<file path="config.mk">
export PLATFORM = sky130hd
export DESIGN_NAME = seq_array_mult
export DESIGN_NICKNAME = d
export VERILOG_FILES = /design/src/rtl/seq_array_mult.sv
export SDC_FILE = /design/constraint.sdc
export NUM_CORES = 1
export LEC_CHECK = 0
export ABC_AREA = 1
export CORE_UTILIZATION = 30
export CTS_CLUSTER_DIAMETER = 50
export DETAILED_ROUTE_END_ITERATION = 16
export HOLD_SLACK_MARGIN = 0.15
export MAX_ROUTING_LAYER = met4
export SYNTH_ARGS = -nofsm -noshare
export SYNTH_HDL_FRONTEND = slang
export SYNTH_SLANG_ARGS = --single-unit
</file>
<file path="constraint.sdc">
create_clock -name clk -period 3.05 [get_ports clk]
set_clock_uncertainty 0.1 [all_clocks]
set_input_delay 0.61 -clock clk [delete_from_list [all_inputs] [get_ports clk]]
set_output_delay 0.61 -clock clk [all_outputs]
set_load 0.02 [all_outputs]
</file>
<file path="src/rtl/seq_array_mult.sv">
// rtl/seq_array_mult.sv - sequential shift-add array multiplier, one partial-product row per clock
// Unsigned or two's-complement operands, valid/ready on both sides, 2*WIDTH-bit product.
module seq_array_mult #(
  parameter int WIDTH = 4
) (
  input  logic                 clk,
  input  logic                 rst,
  input  logic                 in_valid,
  output logic                 in_ready,
  input  logic [WIDTH-1:0]     a,
  input  logic [WIDTH-1:0]     b,
  input  logic                 signed_mode,
  output logic                 out_valid,
  input  logic                 out_ready,
  output logic [2*WIDTH-1:0]   product,
  output logic                 busy
);

  localparam int PW = 2 * WIDTH;
  localparam int CW = $clog2(WIDTH);

  typedef enum logic [1:0] {
    IDLE,
    RUN,
    DONE
  } state_t;

  state_t          state_q;
  logic [WIDTH-1:0] a_q;
  logic [WIDTH-1:0] b_q;
  logic            signed_q;
  logic [CW-1:0]   cnt_q;
  logic [PW-1:0]   acc_q;
  logic [PW-1:0]   product_q;

  logic [PW-1:0]   a_ext;
  logic [PW-1:0]   addend;
  logic [PW-1:0]   acc_d;
  logic            last_row;

  always_comb begin
    a_ext    = signed_q ? {{WIDTH{a_q[WIDTH-1]}}, a_q} : {{WIDTH{1'b0}}, a_q};
    addend   = b_q[cnt_q] ? (a_ext << cnt_q) : '0;
    last_row = (cnt_q == CW'(WIDTH - 1));
    // The multiplier MSB carries negative weight in two's complement.
    acc_d    = (signed_q && last_row) ? (acc_q - addend) : (acc_q + addend);
  end

  always_ff @(posedge clk) begin
    if (rst) begin
      state_q   <= IDLE;
      a_q       <= '0;
      b_q       <= '0;
      signed_q  <= 1'b0;
      cnt_q     <= '0;
      acc_q     <= '0;
      product_q <= '0;
    end else begin
      case (state_q)
        IDLE: begin
          if (in_valid) begin
            a_q      <= a;
            b_q      <= b;
            signed_q <= signed_mode;
            cnt_q    <= '0;
            acc_q    <= '0;
            state_q  <= RUN;
          end
        end
        RUN: begin
          acc_q <= acc_d;
          cnt_q <= cnt_q + CW'(1);
          if (last_row) begin
            // Only the finished sum ever reaches the visible product.
            product_q <= acc_d;
            state_q   <= DONE;
          end
        end
        DONE: begin
          if (out_ready) begin
            state_q <= IDLE;
          end
        end
        default: state_q <= IDLE;
      endcase
    end
  end

  assign in_ready  = (state_q == IDLE) && !rst;
  assign out_valid = (state_q == DONE);
  assign busy      = (state_q != IDLE);
  assign product   = product_q;

endmodule

</file>
After elaboration in Yosys (flattened, before gate mapping)
Index checks and enable logic that the tools add are counted.

Register bits after elaboration: 29. Logic and storage cells: 41. Bits of input ports: 13. Output and inout port bits: 11.

Mux-type cells: 13. Add/sub/neg operators: 3. Magnitude comparators: 1. Shift-type cells: 1. Equality and inequality tests: 6. Reductions and logical operators: 10.

Operators by type and width (count): 8-bit two-way mux (4); 8-bit one-hot mux with 2 select lines (1); 8-bit adder (1); 2-bit two-way mux (4); 8-bit by 2-bit left shift with 8-bit output (1); 8-bit subtractor (1); 2-bit one-hot mux with 3 select lines (1); 2-bit AND reduction (3); 2-bit == test, second input constant (2); 2-bit != test, second input constant (2); 2-bit one-hot mux with 2 select lines (1); 2-bit nonzero test (2); 2-bit by 3-bit < comparator with 1-bit output, second input constant (1); 3-bit AND reduction (1); 2-bit by 1-bit adder with 2-bit output, second input constant (1); 1-bit binary-select mux with 2-bit select (1); 2-bit by 1-bit == test with 1-bit output, second input constant (1); 1-bit logical AND (2); 2-bit logical NOT (1); 2-bit by 1-bit != test with 1-bit output, second input constant (1); 1-bit logical NOT (1); 1-bit two-way mux (1).

Longest topological paths before layout
Gate-level depths: netlist (run 1).

Depth after elaboration: 6. Depth in mapped cells: 22. Gate-level depth less buffers: 21.

Least setup slack after synthesis (run 1)
OpenSTA, ideal clock, no wires.

Kind: register to register. Start: register cnt_q[0]. End: register acc_q[6]. Stages on the path, launching flop included: 18. Period minus slack after synthesis: 2654 ps. Data arrival time: 2483 ps. Setup time: 71 ps. Path buffers: 1. Slack: 396 ps. Cells stage by stage: dfxtp_1 > buf_6 > inv_8 > nand2_4 > inv_2 > nor2_2 > nand2_1 > ha_1 > nand2_1 > o21ai_0 > fa_1 > o21ai_0 > a21oi_1 > nor2_1 > nor2_1 > xnor2_1 > nand2_1 > a21oi_1.

Longest elaborated chain between the ends: 6.

RTL lines: from (decl) (RTL line 32) `logic [CW-1:0] cnt_q;`; from (signal assigned) (RTL line 72) `cnt_q <= cnt_q + CW'(1);`; 1-bit binary-select mux with 2-bit select (RTL line 43) `addend = b_q[cnt_q] ? (a_ext << cnt_q) : '0;`; 1-bit two-way mux (not written as such) (RTL line 43); 8-bit two-way mux (RTL line 43); 8-bit adder or 8-bit subtractor (tied branches) (RTL line 46) `acc_d = (signed_q && last_row) ? (acc_q - addend) : (acc_q + addend);`; 8-bit two-way mux * (RTL line 46); 8-bit one-hot mux with 2 select lines * (RTL line 59) `case (state_q)`; to (signal assigned) (RTL line 56) `acc_q <= '0;`; to (signal assigned) (RTL line 66) `acc_q <= '0;`; to (signal assigned) (RTL line 71) `acc_q <= acc_d;`; to (decl) (RTL line 33) `logic [PW-1:0] acc_q;`.

Mark *: on every way between the ends. The rest lies on a longest branch, timed or not. The select of a mux whose other input is x is not followed. A chain may end at the register's enable or synchronous reset.

Worst setup path in the final report (run 1)
Start: register cnt_q[0]. End: register acc_q[7].

Same word-level chain as after synthesis.

==> flow_summary.ini, run 1 <==
[run_status]
status = finished, final reports clean

[routing]
wl_per_cell_um = 11.4
drc = 0
drt-initial-drc-count = 58
firstDrtPassIters = 4
wl_met1_mm = 2.01
route.vias.total = 1679
dr.max_layer_used = met4
wirelength_mm = 4.14
wl_met2_mm = 1.94
ant_nets = 0
wl_met3_um = 107
via_per_inst = 4.63

[synth]
synth_top_cell_area_share_pct = 32.0
synth_area_leaders = dfxtp_1, nand2_1, inv_1
synth_nets = 284
synth_cell_types = 29
yosysTopAreaCell = dfxtp_1
seq_area_frac_synth_pct = 32.0
synth_cells = 261
yosys_warnings = 0
ys_ff_latch = 29
synth-edff-count = 0
synth_area_um2 = 1810
async_flop_share_pct = 0
synth_most_common_cell = nand2_1
synth_area_per_cell_um2 = 6.95
yosys-top-cells-count = nand2_1, inv_1, dfxtp_1
synth-main-ff-cell = dfxtp_1

[placed_design]
dp_cells = 354
portBuffers = 23
dpl.hpwl_mm = 3.07
finalWeightedCongestion = 0.833
pre_cts_ws_ns = 0.0470

[critical_path]
critical-path-slowest-cell = dfxtp_2
worstSetupPathType = register to register
cp.required_ns = 3.13
crit_chain = buf_12 > nand2_2 > nand2_1 > nor2_4 > nand2_1 > ha_2 > nand2_1 > nor2_1 > a21oi_1 > xnor2_1 > inv_1 > ha_4 > a21oi_2 > o21ai_2 > a31oi_2 > nand3_2 > buf_4 > nand3_2 > a21oi_2
slowest_delay_ns = 0.33
cpMostUsedCell = nand2_1
cp.arrival_ns = 2.88
critPathCaptureType = register
path_delay_family = simple AND/OR/NAND/NOR gates
cp.buffers_inverters = 3
worst-path-max-fanout = 9
crit_path_start_kind = register

[clocking]
cts_buffer_depth = 2
htreeDepth = 2
ctsRootBufferMaster = clkbuf_8
postCtsHoldBufs = 0
cts_sinks = 29
clkTransAtPathRegs_ns = 0.07
clock_latency_ns = 0.28
tritoncts = built
numCtsBuffers = 5

[floorplanning]
coreArea_um2 = 5680
dieArea_um2 = 6360
ios = 24
rows = 27
die_w_um = 79.7
die_height_um = 79.7
initial_core_util_pct = 31.9

[grt]
grt_max_degree = 19
antenna_found_initial = 0
grt_usage_pct = 14.3
grt_pass1_wl_mm = 6.96
grt_pass1_vias = 1622
grt-ovfl-total = 0

[timing]
whs_ns = 0.363
fin_setup_tns_ns = 0
report.final.hold_viol_count = 0
worst_pin_slew_ns = 0.595
fin_crit_ns = 2.81
rsz0062_at_grt = false
fmax_mhz = 356
fin_ws_ns = 0.241
relSlewSlack_pct = 60.2
maxSlewViolCount = 0
fin_crit_sh_pct = 92.1
setup_viol_count_final = 0

[power]
power.density_nw_per_um2 = 624
p_leak_nw = 1.04
power.total_mw = 1.46
ir_drop_uv = 342

[hold_path]
hold_path.class = register to register

[cells_and_area]
drive_above_1_share_pct = 20.3
nets = 313
n_antenna_cell = 0
final_cells = 363
syn2layout_area_growth_pct = 29.4

[flow_run]
drv_cap = 0
## cell usage in the layout (no fill, tap or decap), drive strengths merged, types with 4 or more instances in the layout
cell,count
dfxtp,29
nand2,75
inv,42
buf,6
o21bai,4
xor2,5
a21oi,28
nor2,15
o21ai,22
ha,9
clkdlybuf4s50,23
xnor2,5
clkbuf,7
nand3,14
## power breakdown
part | total (mW) | leakage (nW) | switching (mW) | internal (mW)
Clock | 0.353 | 0.0542 | 0.150 | 0.204
Combinational | 0.676 | 0.753 | 0.386 | 0.290
Sequential | 0.434 | 0.238 | 0.0219 | 0.412
## path summary, 6_finish.rpt
kind	startpoint	to	slack, ns	depth (start not counted)
setup / recovery	cnt_q[0]	acc_q[7]	0.24	19
hold / removal	acc_q[0]	acc_q[0]	0.36	2
setup reg to reg	cnt_q[0]	acc_q[7]	0.24	19
hold reg to reg	acc_q[0]	acc_q[0]	0.36	2
## registers in the layout (all words and copies together), names as in the netlist
signal,cells
product,8
b_q,4
a_q,4
signed_q,1
state_q,2
cnt_q,2
acc_q,8
## kinds of logic after synthesis
| kind of cell | Yosys count | share of synthesized area [%] |
|---|---|---|
| buffers and inverters | 49 | 11.1 |
| AND/OR/NAND/NOR | 105 | 27.2 |
| AO/OA/AOI/OAI | 58 | 17.5 |
| XOR/XNOR | 10 | 4.83 |
| flip-flops | 29 | 32.0 |
| adder cells (fa/ha/maj) | 10 | 7.32 |
## layer usage
metal / vias up / GRT usage [%]
met5: - / -
met4: 0 / 5.89
met3: 8 / 2.40
met2: 20 / 24.3
met1: 768 / 16.7
li1: 883 / -
## timing repair
action / CTS / global route
endpoints found under the setup margin: 0 / 6
setup buffers: 0 / 1
resized for setup: 0 / 25
## stage by stage
stage | cell area (um^2) | utilization [%]
4_1_cts | 2250 | 39.6
6_report | 2350 | 41.3
2_1_floorplan | 1810 | -
3_3_place_gp | 2150 | 37.8
3_5_place_dp | 2150 | 37.8
5_1_grt | 2350 | 41.3
## worst reg2reg max path, stage by stage, from the launching register on
cell	delay (ns)
dfxtp_2	0.33
buf_12	0.14
nand2_2	0.08
nand2_1	0.09
nor2_4	0.12
nand2_1	0.08
ha_2	0.19
nand2_1	0.09
nor2_1	0.05
a21oi_1	0.17
xnor2_1	0.15
inv_1	0.10
ha_4	0.24
a21oi_2	0.14
o21ai_2	0.07
a31oi_2	0.19
nand3_2	0.12
buf_4	0.15
nand3_2	0.05
a21oi_2	0.05
## area by class of cell
cell class	instances	area (um^2)
Fill cell	615	3330
Tap cell	72	90.1
Clock buffer	7	96.3
Inverter	42	165
Clock inverter	1	5.00
Multi-Input combinational cell	183	1120
Sequential cell	29	583
Timing Repair Buffer	29	288
(Power assumes the default switching activity.)
==> inputs of run 2 (changes only) <==
--- a/config.mk
+++ b/config.mk
@@ -8,6 +8,7 @@
 export ABC_AREA = 1
 export CORE_UTILIZATION = 30
 export CTS_CLUSTER_DIAMETER = 50
+export CTS_CLUSTER_SIZE = 28
 export DETAILED_ROUTE_END_ITERATION = 16
 export HOLD_SLACK_MARGIN = 0.15
 export MAX_ROUTING_LAYER = met4
==> results of run 2 <==
The final DEF is identical to that of run 1; final timing and power are the same.
==> inputs of run 3 (changes only) <==
--- a/config.mk
+++ b/config.mk
@@ -6,6 +6,7 @@
 export NUM_CORES = 1
 export LEC_CHECK = 0
 export ABC_AREA = 1
+export CORE_MARGIN = 2
 export CORE_UTILIZATION = 30
 export CTS_CLUSTER_DIAMETER = 50
 export CTS_CLUSTER_SIZE = 28
==> flow_summary.ini, run 3 (synthesis gave the netlist of run 1 again) <==
[run_status]
status = finished, final reports clean

[routing]
via_per_inst = 4.50
drc = 0
ant_nets = 0
wirelength_mm = 3.91
wl_per_cell_um = 10.7
drt-initial-drc-count = 49
route.vias.total = 1646
firstDrtPassIters = 4

[floorplanning]
die_height_um = 81.7
rows = 28
initial_core_util_pct = 30.8
dieArea_um2 = 6680
coreArea_um2 = 5890
ios = 24
die_w_um = 81.7

[grt]
antenna_found_initial = 0
grt_pass1_vias = 1571
grt_pass1_wl_mm = 6.91
grt-ovfl-total = 0
grt_usage_pct = 13.8
grt_max_degree = 20

[cells_and_area]
drive_above_1_share_pct = 15.1
n_antenna_cell = 0
final_cell_mix = nand2_1, inv_1, dfxtp_1
nets = 315
final_area_um2 = 2260
syn2layout_area_growth_pct = 24.9
final.fill_count = 631
mostFrequentLayoutCell = nand2_1

[flow_run]
drv_cap = 0

[critical_path]
cp.arrival_ns = 2.97
cp-startpoint = cnt_q[0]
crit_path_start_kind = register
worst-path-max-fanout = 7
cp.required_ns = 3.16
worstSetupPathType = register to register
reg2reg_from = cnt_q[0]
critPathCaptureType = register

[timing]
maxSlewViolCount = 0
rsz0062_at_grt = true
worst_pin_slew_ns = 0.443
fin_crit_ns = 2.86
fin_setup_tns_ns = 0
setup_viol_count_final = 0
relSlewSlack_pct = 70.5
fin_ws_ns = 0.190
report.final.hold_viol_count = 0
fin_crit_sh_pct = 93.8
fmax_mhz = 350

[placed_design]
placed_area_um2 = 2160
finalWeightedCongestion = 0.836
portBuffers = 23
pre_cts_ws_ns = 0.108
dpl.hpwl_mm = 3.07

[clocking]
cts_sinks = 29
cts_buffer_depth = 2
clkTransAtPathRegs_ns = 0.06
postCtsHoldBufs = 0
ctsRootBufferMaster = clkbuf_8
htreeDepth = 2
tritoncts = built
numCtsBuffers = 5
clock_latency_ns = 0.27

[hold_path]
hold_path.class = register to register
min-delay-start = acc_q[0]

[power]
ir_drop_uv = 305
power.density_nw_per_um2 = 572
p_leak_nw = 1.04
-- run 3: area by class of cell --
| class | count | area [um^2] | share of cell area, % |
|---|---|---|---|
| inverters | 42 | 165 | 7.29 |
| clock buffers | 5 | 68.8 | 3.04 |
| flip-flops and latches | 29 | 581 | 25.6 |
| repair buffers | 31 | 290 | 12.8 |
| clock inverters | 1 | 5.00 | 0.221 |
| multi-input cells | 183 | 1060 | 46.9 |
| well taps | 75 | 93.8 | 4.14 |
-- run 3: path summary, 6_finish.rpt --
check | endpoint | slack [ns] | cells after the start
hold / removal | acc_q[0] | 0.36 | 2
setup / recovery | acc_q[7] | 0.19 | 19
hold reg to reg | acc_q[0] | 0.36 | 2
setup reg to reg | acc_q[7] | 0.19 | 19
-- run 3: critical path, cell delays in order (launching register included) --
cell and delay (ns):
dfxtp_1 0.32, buf_4 0.15, inv_8 0.05, nand2_4 0.05, inv_2 0.03, nor2_2 0.12, nand2_1 0.08, ha_1 0.21
nand2_1 0.09, o21ai_1 0.07, xor2_1 0.19, inv_1 0.07, ha_1 0.33, a21oi_1 0.19, o21ai_0 0.10, a31oi_1 0.24
inv_1 0.09, nand3_2 0.09, nand3_2 0.08, a21oi_2 0.12
-- run 3: stage by stage --
step	power, mW	hold WS [ns]	util [%]	cells
after CTS	1.27	0.366	38.0	366
after global placement	0.974	0.350	36.7	360
final	1.30	0.361	38.5	366
after detailed placement	0.977	0.356	36.7	360
after global routing	1.40	0.379	38.5	366
after floorplan	0.858	0.329	-	261
-- run 3: where the power goes --
part	internal, mW	total (mW)	switching [mW]
logic	0.245	0.579	0.334
registers	0.412	0.432	0.0208
clock network	0.149	0.285	0.135
-- run 3: what timing repair did --
| action | 4_1_cts | 5_1_grt |
|---|---|---|
| setup endpoints to repair | 0 | 5 |
| resized for setup | 0 | 7 |
| endpoints found under the hold margin | 0 | 0 |
| buffers inserted | 0 | 0 |
-- run 3: metal layers --
metal	global-route usage (%)	wire length (um)
met5	-	0
met4	6.00	81
met3	2.64	101
met2	22.0	1790
met1	16.9	1940
